### config.mk
export PLATFORM = sky130hd
export DESIGN_NAME = rodada_sequencia_param
export DESIGN_NICKNAME = d
export VERILOG_FILES = /design/src/rtl/rodada_sequencia_param.sv
export SDC_FILE = /design/constraint.sdc
export NUM_CORES = 1
export LEC_CHECK = 0
export ABC_CLOCK_PERIOD_IN_PS = 2400
export BUFFER_PORTS_ARGS = -buffer_cell sky130_fd_sc_hd__buf_4
export CORE_MARGIN = 2
export CORE_UTILIZATION = 57
export CTS_CLUSTER_SIZE = 24
export DETAILED_ROUTE_END_ITERATION = 8
export PLACE_DENSITY = 0.8
export SLEW_MARGIN = 10
export SYNTH_ARGS = -nofsm -noshare
export SYNTH_HDL_FRONTEND = slang
export SYNTH_SLANG_ARGS = --single-unit
export TNS_END_PERCENT = 100
### constraint.sdc
create_clock -name clock_i -period 2.4 [get_ports clock_i]
set_input_delay 0.24 -clock clock_i [delete_from_list [all_inputs] [get_ports clock_i]]
set_output_delay 0.24 -clock clock_i [all_outputs]
set_load 0.05 [all_outputs]
### src/rtl/rodada_sequencia_param.sv
// Round engine for the memory game: plays a sequence from ROM on the LEDs and then
// collects and checks the player's presses, each one under a per-play time limit.
module rodada_sequencia_param #(
   parameter int CANAIS    = 4,
   parameter int END_W     = 4,
   parameter int T_LED     = 1000,
   parameter int T_APAGA   = 50,
   parameter int T_TIMEOUT = 5000,
   parameter int TMR_W     = 16
) (
   input  logic              clock_i,
   input  logic              reset_i,
   input  logic              iniciar_i,
   input  logic [END_W:0]    nivel_i,
   input  logic              dificuldade_i,
   input  logic [CANAIS-1:0] botoes_i,
   output logic [END_W-1:0]  endereco_o,
   input  logic [CANAIS-1:0] dado_rom_i,
   output logic [CANAIS-1:0] leds_o,
   output logic              ocupado_o,
   output logic              acertou_o,
   output logic              errou_o,
   output logic              timeout_o,
   output logic [3:0]        db_estado_o
);

   localparam logic [3:0] OCIOSO  = 4'd0;
   localparam logic [3:0] MOSTRA  = 4'd1;
   localparam logic [3:0] APAGA   = 4'd2;
   localparam logic [3:0] ESPERA  = 4'd3;
   localparam logic [3:0] SOLTA   = 4'd4;
   localparam logic [3:0] COMPARA = 4'd5;
   localparam logic [3:0] ACERTO  = 4'd6;
   localparam logic [3:0] ERRO    = 4'd7;
   localparam logic [3:0] ESGOTOU = 4'd8;

   localparam logic [TMR_W-1:0] LED_FIM   = TMR_W'(T_LED - 1);
   localparam logic [TMR_W-1:0] APAGA_FIM = TMR_W'(T_APAGA - 1);
   localparam logic [TMR_W-1:0] LIM_NORM  = TMR_W'(T_TIMEOUT - 1);
   localparam logic [TMR_W-1:0] LIM_DIF   = TMR_W'((T_TIMEOUT >> 1) - 1);
   localparam logic [END_W:0]   NIVEL_MAX = {1'b1, {END_W{1'b0}}};

   logic [3:0]        estado_q, estado_d;
   logic [END_W-1:0]  idx_q, idx_d;
   logic [TMR_W-1:0]  tmr_q, tmr_d;
   logic [END_W:0]    nivel_q, nivel_d;
   logic              dif_q, dif_d;
   logic [CANAIS-1:0] jogada_q, jogada_d;

   logic              nivel_ok, ultimo, um_quente, repouso;
   logic [TMR_W-1:0]  limite;

   assign nivel_ok  = (nivel_i != '0) && (nivel_i <= NIVEL_MAX);
   // Compare index+1 against nivel so no subtraction can underflow.
   assign ultimo    = (({1'b0, idx_q} + (END_W+1)'(1)) == nivel_q);
   assign um_quente = (jogada_q != '0) && ((jogada_q & (jogada_q - CANAIS'(1))) == '0);
   assign limite    = dif_q ? LIM_DIF : LIM_NORM;
   assign repouso   = (estado_q == OCIOSO) || (estado_q == ACERTO) ||
                      (estado_q == ERRO)   || (estado_q == ESGOTOU);

   always_comb begin
      estado_d = estado_q;
      idx_d    = idx_q;
      tmr_d    = tmr_q;
      nivel_d  = nivel_q;
      dif_d    = dif_q;
      jogada_d = jogada_q;
      case (estado_q)
         OCIOSO, ACERTO, ERRO, ESGOTOU: begin
            if (iniciar_i && nivel_ok) begin
               nivel_d  = nivel_i;
               dif_d    = dificuldade_i;
               idx_d    = '0;
               tmr_d    = '0;
               estado_d = MOSTRA;
            end
         end
         MOSTRA: begin
            if (tmr_q == LED_FIM) begin
               tmr_d    = '0;
               estado_d = APAGA;
            end else begin
               tmr_d = tmr_q + TMR_W'(1);
            end
         end
         APAGA: begin
            if (tmr_q == APAGA_FIM) begin
               tmr_d = '0;
               if (ultimo) begin
                  idx_d    = '0;
                  estado_d = ESPERA;
               end else begin
                  idx_d    = idx_q + END_W'(1);
                  estado_d = MOSTRA;
               end
            end else begin
               tmr_d = tmr_q + TMR_W'(1);
            end
         end
         ESPERA: begin
            tmr_d = tmr_q + TMR_W'(1);
            // A press on the last allowed cycle still counts as a play.
            if (botoes_i != '0) begin
               jogada_d = botoes_i;
               estado_d = SOLTA;
            end else if (tmr_q == limite) begin
               estado_d = ESGOTOU;
            end
         end
         SOLTA: begin
            if (botoes_i == '0) estado_d = COMPARA;
         end
         COMPARA: begin
            if ((jogada_q != dado_rom_i) || !um_quente) begin
               estado_d = ERRO;
            end else if (ultimo) begin
               estado_d = ACERTO;
            end else begin
               idx_d    = idx_q + END_W'(1);
               tmr_d    = '0;
               estado_d = ESPERA;
            end
         end
         default: estado_d = OCIOSO;
      endcase
   end

   always_ff @(posedge clock_i) begin
      if (!reset_i) begin
         estado_q <= OCIOSO;
         idx_q    <= '0;
         tmr_q    <= '0;
         nivel_q  <= '0;
         dif_q    <= 1'b0;
         jogada_q <= '0;
      end else begin
         estado_q <= estado_d;
         idx_q    <= idx_d;
         tmr_q    <= tmr_d;
         nivel_q  <= nivel_d;
         dif_q    <= dif_d;
         jogada_q <= jogada_d;
      end
   end

   always_comb begin
      leds_o = '0;
      if (estado_q == MOSTRA)     leds_o = dado_rom_i;
      else if (estado_q == SOLTA) leds_o = jogada_q;
   end

   assign endereco_o  = idx_q;
   assign ocupado_o   = !repouso;
   assign acertou_o   = (estado_q == ACERTO);
   assign errou_o     = (estado_q == ERRO);
   assign timeout_o   = (estado_q == ESGOTOU);
   assign db_estado_o = estado_q;

endmodule

==> impl_metrics.py, run 1 <==
metrics = {
    "status": {
        "run_status": "complete, no violations",
    },
    "setup_path": {
        "endpoint": "tmr_q[2]",
        "r2r_path_end": "tmr_q[2]",
        "critPathArrivalTime_ns": 2.42,
        "timing.setup.critical_path_class": "reg -> reg",
        "r2r_setup_slack_ns": 0.17,
        "timing.critical_path.required_ns": 2.59,
        "critical_path.endpoint_type": "flop",
        "critPathLaunchType": "flop",
        "timing.rr.start": "endereco_o[0]",
        "reg2regPathDepth": 8,
        "cp-startpoint": "endereco_o[0]",
        "crit_fanout": 15,
    },
    "global_routing": {
        "grt_overflow": 0,
        "antenna_found_initial": 0,
        "number_of_global_route_vias_before_repair": 2091,
        "grt_start_max_net_pins": 24,
        "grt_first_pass_wirelength_mm": 9.10,
        "grtUsageTotal_pct": 26.1,
    },
    "cells_and_area": {
        "finish.instance_area_um2": 2710,
        "antenna_cells": 0,
        "area_growth_pct": 21.4,
        "numnets_final": 342,
        "final_cell_count_no_fill": 370,
        "drive_gt1_share_pct": 22.4,
    },
    "route": {
        "post_drt_wl_per_cell_um": 15.2,
        "vias_per_cell": 6.29,
        "drtAntennaViolNets": 0,
        "drt_wl_total_mm": 5.64,
        "dr.pass1.iters": 5,
        "drc": 0,
        "routed-via-count": 2326,
        "dr.first_iter.drc_count": 187,
    },
    "power_and_ir_drop": {
        "p_leak_nw": 1.05,
        "pwr-share-clk_pct": 25.0,
        "share_comb_of_total_power_pct": 43.6,
        "power_switching_mw": 0.858,
        "internal-power_mw": 1.32,
        "irDropWorstVdd_mv": 0.447,
        "finalPower_mw": 2.17,
        "power.sequential.fraction_pct": 31.3,
        "power_density_nw_per_um2": 802,
        "switching_share_pct": 39.5,
    },
    "timing": {
        "maxSlewViolCount": 0,
        "timing.final.crit_share_pct": 93.0,
        "fin_crit_ns": 2.23,
        "slew_headroom_pct": 51.0,
        "finalClockSkew_ns": 0.00415,
        "timing_worst_slew_pin_value_ns": 0.735,
        "setup_viol": 0,
        "grt_setup_unrepaired": "no",
        "setup_tns_ns": 0,
        "clock.fmax_mhz": 448,
        "hold_violations": 0,
    },
    "clocking": {
        "hold_buffers": 0,
        "tritoncts.num_buffers": 5,
        "clk_latency_ns": 0.29,
        "clockRootBuffer": "sky130_fd_sc_hd__clkbuf_8",
        "cts_max_path_buffers": 2,
        "tritoncts_clock_tree": "built",
        "clkSlewWorstSetupHoldPaths_ns": 0.07,
        "clock_sink_count": 34,
        "cts.htree.levels": 2,
    },
    "floorplanning": {
        "die_w_um": 66.6,
        "floorplan.die.height_um": 66.6,
        "die_area_um2": 4430,
        "design.core.area_um2": 3720,
        "floorplan.initialDensity_pct": 60.1,
        "placementRows": 22,
        "floorplan.io_pins": 33,
    },
    "placement": {
        "dp_cells": 363,
        "number_of_port_buffers": 32,
        "placed_inst_area_um2": 2590,
        "gp_routability_congestion": 0.881,
        "hpwlAfterDp_mm": 3.96,
    },
    "logic_synthesis": {
        "ys.flop_type": "sky130_fd_sc_hd__dfxtp_1",
        "ys_top_cells_by_area": "sky130_fd_sc_hd__dfxtp_1, sky130_fd_sc_hd__a21oi_1, sky130_fd_sc_hd__nand2_1, sky130_fd_sc_hd__nor2_1, sky130_fd_sc_hd__mux2i_1",
        "synth-warning-count": 0,
        "synthTopCellsByCount": "sky130_fd_sc_hd__dfxtp_1, sky130_fd_sc_hd__nand2_1, sky130_fd_sc_hd__nor2_1",
        "ys_ff_latch": 34,
        "syn-mean-instance-area_um2": 7.84,
        "share_of_the_yosys_chip_area_belonging_to_registers_pct": 30.5,
        "postSynth.asyncResetShare_pct": 0,
        "yosys.area.top_type": "sky130_fd_sc_hd__dfxtp_1",
        "synthDistinctLibCells": 62,
        "synthMostInstantiatedCell": "sky130_fd_sc_hd__dfxtp_1",
        "synthCells": 285,
        "syn_nets": 305,
        "synth_edf_count": 0,
        "yosys.area.top_type_share_pct": 30.5,
        "syn-cell-area_um2": 2230,
    },
    "job": {
        "max-cap-violations": 0,
    },
    "worst_hold_path": {
        "hp-class": "in -> reg",
    },
}
-- cells by family (layout without fill, tap and decap cells) --
group | Yosys count | in the layout | share of synthesized area (%)
AOI/OAI and AO/OA | 78 | 78 | 23.9
xor gates and xnor gates | 7 | 7 | 2.75
adders and majority gates | 3 | 3 | 1.68
buffers and inverters | 22 | 59 | 4.15
DFF | 34 | 34 | 30.5
muxes | 9 | 9 | 4.09
and+or+nand+nor | 132 | 132 | 32.9
-- cell usage in the layout, fill, tap and decap left out, types with 4 or more instances in the layout --
cell type,Yosys,layout
sky130_fd_sc_hd__dfxtp_1,34,30
sky130_fd_sc_hd__nor4_1,4,4
sky130_fd_sc_hd__or3_1,7,7
sky130_fd_sc_hd__a21oi_1,23,23
sky130_fd_sc_hd__nand3_1,14,14
sky130_fd_sc_hd__nor2b_1,7,7
sky130_fd_sc_hd__nand2_1,25,25
sky130_fd_sc_hd__mux2i_1,8,8
sky130_fd_sc_hd__nor3_1,11,7
sky130_fd_sc_hd__and2_1,5,5
sky130_fd_sc_hd__nand3b_1,5,5
sky130_fd_sc_hd__o22ai_1,5,5
sky130_fd_sc_hd__dfxtp_2,0,4
sky130_fd_sc_hd__xnor2_1,5,5
sky130_fd_sc_hd__o21ai_0,7,7
sky130_fd_sc_hd__clkbuf_8,0,6
sky130_fd_sc_hd__nor3_2,0,4
sky130_fd_sc_hd__a31oi_1,7,7
sky130_fd_sc_hd__and3_1,5,5
sky130_fd_sc_hd__nor2_1,24,24
sky130_fd_sc_hd__buf_4,1,44
sky130_fd_sc_hd__a22oi_1,8,8
sky130_fd_sc_hd__nand2b_1,7,7
sky130_fd_sc_hd__inv_1,8,8
-- per-layer routing --
| metal | global-route usage (%) | vias to the layer above | wire length (µm) |
|---|---|---|---|
| li1 | - | 1138 | - |
| met2 | 42.6 | 81 | 2630 |
| met3 | 4.56 | 12 | 257 |
| met5 | 0 | - | 0 |
| met4 | 9.95 | 0 | 71 |
| met1 | 34.2 | 1095 | 2690 |
-- state kept, by name, summed over array words and instances, names as in the netlist --
register	cells
endereco_o	4
dif_q	1
tmr_q	16
db_estado_o	4
nivel_q	5
jogada_q	4
-- timing repair --
action                                  4_1_cts  5_1_grt
buffers inserted                              0        0
resized for setup                             0        1
endpoints found under the setup margin        0        1
-- worst max-delay path, cell delays in order, from the launching register on --
cell and delay [ns]:
sky130_fd_sc_hd__dfxtp_2 0.35, sky130_fd_sc_hd__ha_1 0.26, sky130_fd_sc_hd__or3b_2 0.45, sky130_fd_sc_hd__o31ai_1 0.12, sky130_fd_sc_hd__o2111ai_2 0.20, sky130_fd_sc_hd__or3b_1 0.22, sky130_fd_sc_hd__buf_4 0.22, sky130_fd_sc_hd__nor2_1 0.07
sky130_fd_sc_hd__a211oi_1 0.24
-- how the worst min path moves through the flow --
stage,startpoint,to,slack [ns],cells past startpoint
3_3_place_gp,endereco_o[1],endereco_o[1],0.46,2
4_1_cts,dificuldade_i,dif_q,0.18,3
2_1_floorplan,dificuldade_i,dif_q,0.38,2
6_report,dificuldade_i,dif_q,0.18,3
5_1_grt,nivel_i[0],nivel_q[0],0.21,3
3_5_place_dp,endereco_o[1],endereco_o[1],0.47,2
-- cell type report --
cell class              count  area (µm²)
clock buffers               6        82.6
clock inverters             1        30.0
fillers                   312        1000
inverters                   8        30.0
multi-input cells         229        1490
flip-flops and latches     34         686
well taps                  48        60.1
repair buffers             44         330
-- power groups by stage --
stage | Clock, mW | Sequential (mW) | Combinational [mW]
after floorplan | 0 | 0.704 | 0.665
after global placement | 0 | 0.691 | 0.920
after detailed placement | 0 | 0.693 | 0.926
after CTS | 0.550 | 0.680 | 0.938
after global routing | 0.568 | 0.688 | 1.02
final | 0.544 | 0.681 | 0.949
-- per-stage QoR --
stage          setup slack (ns)  hold WS [ns]  utilization, %
2_1_floorplan            0.0513         0.384               -
3_3_place_gp              0.281         0.462            69.8
3_5_place_dp              0.173         0.469            69.8
4_1_cts                   0.166         0.185            72.8
5_1_grt                  0.0175         0.208            73.0
6_report                  0.168         0.184            73.0
(Power assumes the default switching activity.)
==> run 2: changes to the inputs <==
--- a/config.mk
+++ b/config.mk
@@ -5,10 +5,12 @@
 export SDC_FILE = /design/constraint.sdc
 export NUM_CORES = 1
 export LEC_CHECK = 0
+export ABC_AREA = 1
 export ABC_CLOCK_PERIOD_IN_PS = 2400
 export BUFFER_PORTS_ARGS = -buffer_cell sky130_fd_sc_hd__buf_4
+export CORE_ASPECT_RATIO = 0.5
 export CORE_MARGIN = 2
-export CORE_UTILIZATION = 57
+export CORE_UTILIZATION = 58
 export CTS_CLUSTER_SIZE = 24
 export DETAILED_ROUTE_END_ITERATION = 8
 export PLACE_DENSITY = 0.8
==> impl_metrics.py, run 2 <==
metrics = {
    "global_routing": {
        "grt_overflow": 0,
        "antenna_found_initial": 0,
        "grt_start_max_net_pins": 22,
        "grtUsageTotal_pct": 27.8,
        "grt_first_pass_wirelength_mm": 10.3,
        "number_of_global_route_vias_before_repair": 2379,
    },
    "power_and_ir_drop": {
        "p_leak_nw": 1.22,
        "switching_share_pct": 48.2,
        "power_switching_mw": 1.13,
        "power_density_nw_per_um2": 855,
        "finalPower_mw": 2.35,
        "pwr-share-clk_pct": 19.2,
        "internal-power_mw": 1.21,
        "irDropWorstVdd_mv": 0.799,
        "share_comb_of_total_power_pct": 48.3,
        "power.sequential.fraction_pct": 32.5,
    },
    "logic_synthesis": {
        "fraction_of_the_mapped_netlist_area_in_adder_cells_pct": 1.56,
        "combinational_family_with_the_most_area_after_synthesis": "simple AND/OR/NAND/NOR gates",
        "post_synth_xor_area_fraction_pct": 2.92,
        "synth_edf_count": 0,
        "ys_top_cells_by_area": "sky130_fd_sc_hd__dfxtp_1, sky130_fd_sc_hd__nand2_1, sky130_fd_sc_hd__inv_1, sky130_fd_sc_hd__nand3_1, sky130_fd_sc_hd__nor2_1",
        "synthTopCellsByCount": "sky130_fd_sc_hd__nand2_1, sky130_fd_sc_hd__inv_1, sky130_fd_sc_hd__nor2_1",
        "yosys.area.top_type": "sky130_fd_sc_hd__dfxtp_1",
        "synthMostInstantiatedCell": "sky130_fd_sc_hd__nand2_1",
        "yosys.area.top_type_share_pct": 28.3,
        "share_of_the_yosys_chip_area_belonging_to_registers_pct": 28.3,
        "synthDistinctLibCells": 28,
        "ys_ff_latch": 34,
        "syn-cell-area_um2": 2400,
        "synth.area.mux_share_pct": 0,
        "ys.flop_type": "sky130_fd_sc_hd__dfxtp_1",
        "synth-compound-area-share_pct": 13.0,
        "postSynth.asyncResetShare_pct": 0,
        "synthCells": 405,
        "syn-mean-instance-area_um2": 5.93,
        "synth-warning-count": 0,
        "syn_nets": 425,
        "synth_simple_gate_area_share_pct": 41.7,
    },
    "placement": {
        "gp_routability_congestion": 0.987,
        "number_of_port_buffers": 32,
        "hpwlAfterDp_mm": 4.64,
        "placed_inst_area_um2": 2650,
    },
    "setup_path": {
        "critical_path.endpoint_type": "output port",
        "timing.critical_path.required_ns": 2.16,
        "r2r_path_end": "tmr_q[2]",
        "timing.critical_path.depth": 5,
        "timing.critical_path.slowest_stage_cell": "sky130_fd_sc_hd__dfxtp_1",
        "critical-path-max-stage-delay_ns": 0.57,
        "timing.setup.critical_path_class": "reg -> out",
        "r2r_setup_slack_ns": 0.46,
        "path_buf_inv": 2,
        "critPathArrivalTime_ns": 1.95,
        "critPathLaunchType": "flop",
        "reg2regPathDepth": 11,
        "cpLargestDelayFamily": "simple AND/OR/NAND/NOR gates",
        "crit_fanout": 11,
        "cp-startpoint": "db_estado_o[0]",
        "endpoint": "leds_o[1]",
        "crit_path_cell_trace": "nand2_1, nor2_2, inv_1, o22ai_1, buf_4",
        "timing.rr.start": "endereco_o[0]",
    },
    "route": {
        "dr.pass1.iters": 5,
        "drc": 0,
        "post_drt_wl_per_cell_um": 12.5,
        "drt_wl_total_mm": 6.10,
        "vias_per_cell": 5.44,
        "drtAntennaViolNets": 0,
        "dr.first_iter.drc_count": 131,
        "routed-via-count": 2662,
    },
    "clocking": {
        "cts_max_path_buffers": 2,
        "tritoncts_clock_tree": "built",
        "clkSlewWorstSetupHoldPaths_ns": 0.07,
        "clockRootBuffer": "sky130_fd_sc_hd__clkbuf_8",
        "post-cts-setup-buffer-count": 0,
        "cts.htree.levels": 2,
        "hold_buffers": 0,
        "clock_sink_count": 34,
        "clk_latency_ns": 0.29,
        "tritoncts.num_buffers": 5,
        "cts-resized-gates": 0,
    },
    "floorplanning": {
        "die_area_um2": 4700,
        "floorplan.initialDensity_pct": 60.9,
        "floorplan.die.height_um": 49.5,
        "design.core.area_um2": 3940,
        "die_w_um": 95.0,
        "placementRows": 16,
        "floorplan.io_pins": 33,
    },
    "timing": {
        "fin_crit_ns": 2.19,
        "setup_viol": 0,
        "timing.final.crit_share_pct": 91.1,
        "finalClockSkew_ns": 0.00834,
        "slew_headroom_pct": 56.1,
        "grt_setup_unrepaired": "no",
        "maxSlewViolCount": 0,
        "hold_violations": 0,
        "timing_worst_slew_pin_value_ns": 0.657,
        "clock.fmax_mhz": 457,
        "setup_tns_ns": 0,
    },
    "cells_and_area": {
        "leading_cell_types_in_the_layout_fill_and_taps_excluded": "sky130_fd_sc_hd__nand2_1, sky130_fd_sc_hd__inv_1, sky130_fd_sc_hd__nor2_1",
        "regMostFlops": "tmr_q",
        "finish.instance_area_um2": 2740,
        "largest_register_ffs": 16,
        "antenna_cells": 0,
        "numnets_final": 454,
        "area_growth_pct": 14.2,
        "final_common_cell": "sky130_fd_sc_hd__nand2_1",
        "drive_gt1_share_pct": 12.4,
        "fill_cells": 367,
        "registers_with_the_highest_flip_flop_counts": "tmr_q: 16 flops, nivel_q: 5 flops",
    },
    "status": {
        "run_status": "complete, no violations",
    },
    "worst_hold_path": {
        "hp-class": "in -> reg",
        "whs_path_depth": 3,
    },
    "job": {
        "max-cap-violations": 0,
    },
}
run 2: cell count changes in the layout (fill, tap and decap cells not counted), moves of 7 or more:
cell | previous run | this run
sky130_fd_sc_hd__nand3_1 | 14 | 36
sky130_fd_sc_hd__o21ai_0 | 7 | 19
sky130_fd_sc_hd__a22oi_1 | 8 | 0
sky130_fd_sc_hd__or3_1 | 7 | 0
sky130_fd_sc_hd__mux2i_1 | 8 | 0
sky130_fd_sc_hd__buf_4 | 44 | 32
sky130_fd_sc_hd__inv_1 | 8 | 62
sky130_fd_sc_hd__nor2_1 | 24 | 46
sky130_fd_sc_hd__a21oi_1 | 23 | 30
sky130_fd_sc_hd__nand2_1 | 25 | 114
sky130_fd_sc_hd__nor2b_1 | 7 | 0
sky130_fd_sc_hd__a31oi_1 | 7 | 0
sky130_fd_sc_hd__nand2b_1 | 7 | 0
run 2: through the flow:
step / hold slack [ns] / setup WS [ns] / utilization [%] / cells
2_1_floorplan: 0.375 / -0.210 / - / 405
3_3_place_gp: 0.460 / 0.546 / 67.2 / 481
3_5_place_dp: 0.464 / 0.463 / 67.2 / 481
4_1_cts: 0.173 / 0.235 / 69.5 / 489
5_1_grt: 0.194 / 0.0408 / 69.5 / 489
6_report: 0.183 / 0.213 / 69.5 / 489
run 2: cells by family (layout without fill, tap and decap cells):
logic type,count (synthesis),after routing
buf+inv,74,104
xor+xnor,8,8
simple gates,228,228
compound gates,58,58
flops,34,34
fa+ha+maj,3,3
run 2: layout make-up:
class                   instances  area, µm²  area share [%]
flip-flops and latches         34        681            24.8
inverters                      64        240            8.76
multi-input cells             297       1420            51.9
clock buffers                   7       86.3            3.15
well taps                      54       67.6            2.46
clock inverters                 1       5.00           0.182
repair buffers                 32        240            8.76
run 2: worst min path at each step:
stage | start | endpoint | slack, ns
floorplan | dificuldade_i | dif_q | 0.37
global placement | nivel_q[0] | nivel_q[0] | 0.46
detailed placement | nivel_q[0] | nivel_q[0] | 0.46
CTS | dificuldade_i | dif_q | 0.17
global route | dificuldade_i | dif_q | 0.19
finish | dificuldade_i | dif_q | 0.18
run 2: power groups by stage:
stage          combinational, mW  clock, mW  sequential [mW]
2_1_floorplan              0.781          0            0.859
3_3_place_gp                1.11          0            0.769
3_5_place_dp                1.13          0            0.771
4_1_cts                     1.13      0.456            0.759
5_1_grt                     1.26      0.483            0.777
6_report                    1.13      0.451            0.762
run 2: worst reg2reg max path, cell delays in order (launching register included):
cell                      delay, ns
sky130_fd_sc_hd__dfxtp_1       0.47
sky130_fd_sc_hd__ha_1          0.26
sky130_fd_sc_hd__inv_1         0.07
sky130_fd_sc_hd__nand2_1       0.09
sky130_fd_sc_hd__nand2_1       0.07
sky130_fd_sc_hd__nand2_1       0.06
sky130_fd_sc_hd__nand3_1       0.06
sky130_fd_sc_hd__nor2_1        0.15
sky130_fd_sc_hd__nand3_2       0.12
sky130_fd_sc_hd__nand3_2       0.29
sky130_fd_sc_hd__nand2_1       0.10
sky130_fd_sc_hd__a21oi_1       0.14
run 2: layer usage:
metal | track usage, % | routed length [µm] | vias up
met5 | 0 | 0 | -
met4 | 6.76 | 46 | 0
met3 | 6.73 | 445 | 7
met2 | 47.3 | 2850 | 94
met1 | 35.8 | 2760 | 1213
li1 | - | - | 1348
==> run 3: changes to the inputs <==
--- a/config.mk
+++ b/config.mk
@@ -8,12 +8,14 @@
 export ABC_AREA = 1
 export ABC_CLOCK_PERIOD_IN_PS = 2400
 export BUFFER_PORTS_ARGS = -buffer_cell sky130_fd_sc_hd__buf_4
+export CELL_PAD_IN_SITES_DETAIL_PLACEMENT = 0
+export CELL_PAD_IN_SITES_GLOBAL_PLACEMENT = 1
 export CORE_ASPECT_RATIO = 0.5
 export CORE_MARGIN = 2
-export CORE_UTILIZATION = 58
+export CORE_UTILIZATION = 39
 export CTS_CLUSTER_SIZE = 24
 export DETAILED_ROUTE_END_ITERATION = 8
-export PLACE_DENSITY = 0.8
+export PLACE_DENSITY_LB_ADDON = 0.1
 export SLEW_MARGIN = 10
 export SYNTH_ARGS = -nofsm -noshare
 export SYNTH_HDL_FRONTEND = slang
==> impl_metrics.py, run 3 (synthesis gave the netlist of run 2 again) <==
metrics = {
    "clocking": {
        "cts-resized-gates": 0,
        "clkSlewWorstSetupHoldPaths_ns": 0.06,
        "cts.htree.levels": 2,
        "tritoncts_clock_tree": "built",
        "clockRootBuffer": "sky130_fd_sc_hd__clkbuf_16",
        "clk_latency_ns": 0.29,
        "cts_max_path_buffers": 2,
        "post-cts-setup-buffer-count": 0,
        "hold_buffers": 0,
        "tritoncts.num_buffers": 5,
        "clock_sink_count": 34,
    },
    "timing": {
        "slew_headroom_pct": 52.8,
        "hold_violations": 0,
        "grt_setup_unrepaired": "no",
        "finalClockSkew_ns": 0.00447,
        "timing_worst_slew_pin_value_ns": 0.707,
        "maxSlewViolCount": 0,
        "fin_crit_ns": 2.17,
        "clock.fmax_mhz": 461,
        "setup_viol": 0,
        "timing.final.crit_share_pct": 90.4,
    },
    "setup_path": {
        "path_buf_inv": 2,
        "critPathLaunchType": "flop",
        "crit_path_cell_trace": "nand2_1, nor2_2, inv_1, o22ai_1, buf_4",
        "timing.rr.start": "endereco_o[0]",
        "critical-path-max-stage-delay_ns": 0.59,
        "timing.setup.critical_path_class": "reg -> out",
        "crit_fanout": 11,
        "r2r_setup_slack_ns": 0.48,
        "r2r_path_end": "tmr_q[1]",
        "timing.critical_path.depth": 5,
        "critical_path.endpoint_type": "output port",
        "critPathArrivalTime_ns": 1.93,
        "cp-startpoint": "db_estado_o[0]",
        "reg2regPathDepth": 11,
        "cpLargestDelayFamily": "flip-flops",
        "endpoint": "leds_o[3]",
        "timing.critical_path.slowest_stage_cell": "sky130_fd_sc_hd__dfxtp_1",
        "timing.critical_path.required_ns": 2.16,
    },
    "route": {
        "drt_wl_total_mm": 6.29,
        "dr.first_iter.drc_count": 121,
        "routed-via-count": 2545,
        "drtAntennaViolNets": 0,
        "dr.pass1.iters": 4,
        "post_drt_wl_per_cell_um": 12.3,
        "drc": 0,
        "vias_per_cell": 4.97,
    },
    "floorplanning": {
        "die_area_um2": 6840,
        "die_w_um": 115,
        "floorplan.io_pins": 33,
        "design.core.area_um2": 6010,
        "floorplan.initialDensity_pct": 40.0,
        "floorplan.die.height_um": 59.5,
        "placementRows": 20,
    },
    "worst_hold_path": {
        "hp-class": "in -> reg",
        "whs_path_depth": 3,
    },
    "cells_and_area": {
        "final_cell_count_no_fill": 512,
        "registers_with_the_highest_flip_flop_counts": "tmr_q: 16 flops, nivel_q: 5 flops",
        "regMostFlops": "tmr_q",
        "numnets_final": 454,
        "area_growth_pct": 18.6,
        "antenna_cells": 0,
        "final_common_cell": "sky130_fd_sc_hd__nand2_1",
        "leading_cell_types_in_the_layout_fill_and_taps_excluded": "sky130_fd_sc_hd__nand2_1, sky130_fd_sc_hd__inv_1, sky130_fd_sc_hd__nor2_1",
        "drive_gt1_share_pct": 12.6,
        "largest_register_ffs": 16,
        "utilization_pct": 47.5,
        "finish.instance_area_um2": 2850,
    },
    "power_and_ir_drop": {
        "finalPower_mw": 2.66,
        "irDropWorstVdd_mv": 0.639,
        "power_density_nw_per_um2": 932,
        "p_leak_nw": 1.25,
    },
    "status": {
        "run_status": "complete, no violations",
    },
    "global_routing": {
        "antenna_found_initial": 0,
        "grt_first_pass_wirelength_mm": 10.6,
        "grtUsageTotal_pct": 19.9,
        "grt_overflow": 0,
        "grt_start_max_net_pins": 22,
        "number_of_global_route_vias_before_repair": 2269,
    },
    "placement": {
        "dp_cells": 504,
        "number_of_port_buffers": 32,
        "placed_inst_area_um2": 2680,
        "gp_routability_congestion": 0.891,
        "hpwlAfterDp_mm": 4.82,
    },
    "job": {
        "max-cap-violations": 0,
    },
}
run 3: cell count changes in the layout (fill, tap and decap cells not counted), sizes merged:
cell | before | now
clkbuf | 7 | 5
clkinvlp | 0 | 2
bufinv | 0 | 1
clkinv | 1 | 0
run 3: routing by layer:
metal	routed length (µm)	track usage (%)	part of all wire, %	vias to the layer above
li1	-	-	-	1345
met1	3090	26.2	49	1156
met2	2870	33.2	46	40
met3	271	4.91	4.3	4
met4	49	5.16	0.78	0
met5	0	0	0	-
run 3: report_power, final:
part | leakage, nW | switching (mW) | total [mW] | internal, mW
Combinational | 0.895 | 0.782 | 1.13 | 0.345
Sequential | 0.276 | 0.131 | 0.770 | 0.639
Clock | 0.0760 | 0.268 | 0.758 | 0.490
Total | 1.25 | 1.18 | 2.66 | 1.47
run 3: layout make-up:
cell class                      instances  area, µm²
Clock inverter                          3       45.0
Timing Repair Buffer                   32        240
Clock buffer                            5        125
Inverter                               64        240
Tap cell                               77       96.3
Fill cell                             671       3160
Sequential cell                        34        681
Multi-Input combinational cell        297       1420
run 3: worst min path at each step:
stage                       start         end  slack, ns
finish              dificuldade_i       dif_q       0.19
global placement       nivel_q[0]  nivel_q[0]       0.47
floorplan           dificuldade_i       dif_q       0.37
global route        dificuldade_i       dif_q       0.19
CTS                 dificuldade_i       dif_q       0.18
detailed placement     nivel_q[0]  nivel_q[0]       0.46
run 3: through the flow:
stage / TNS, ns / hold slack, ns / worst slack (ns)
after floorplan: -0.420 / 0.375 / -0.210
after global placement: 0 / 0.466 / 0.478
after detailed placement: 0 / 0.462 / 0.465
after CTS: 0 / 0.184 / 0.216
after global routing: 0 / 0.188 / 0.0557
final: 0 / 0.187 / 0.230
run 3: worst reg2reg max path: cells and delay by family (launching register included):
| family | cells | cell delay (ns) |
|---|---|---|
| adder cells (fa/ha/maj) | 1 | 0.26 |
| buffers and inverters | 1 | 0.05 |
| flip-flops | 1 | 0.48 |
| AO/OA/AOI/OAI | 1 | 0.13 |
| AND/OR/NAND/NOR | 8 | 0.92 |
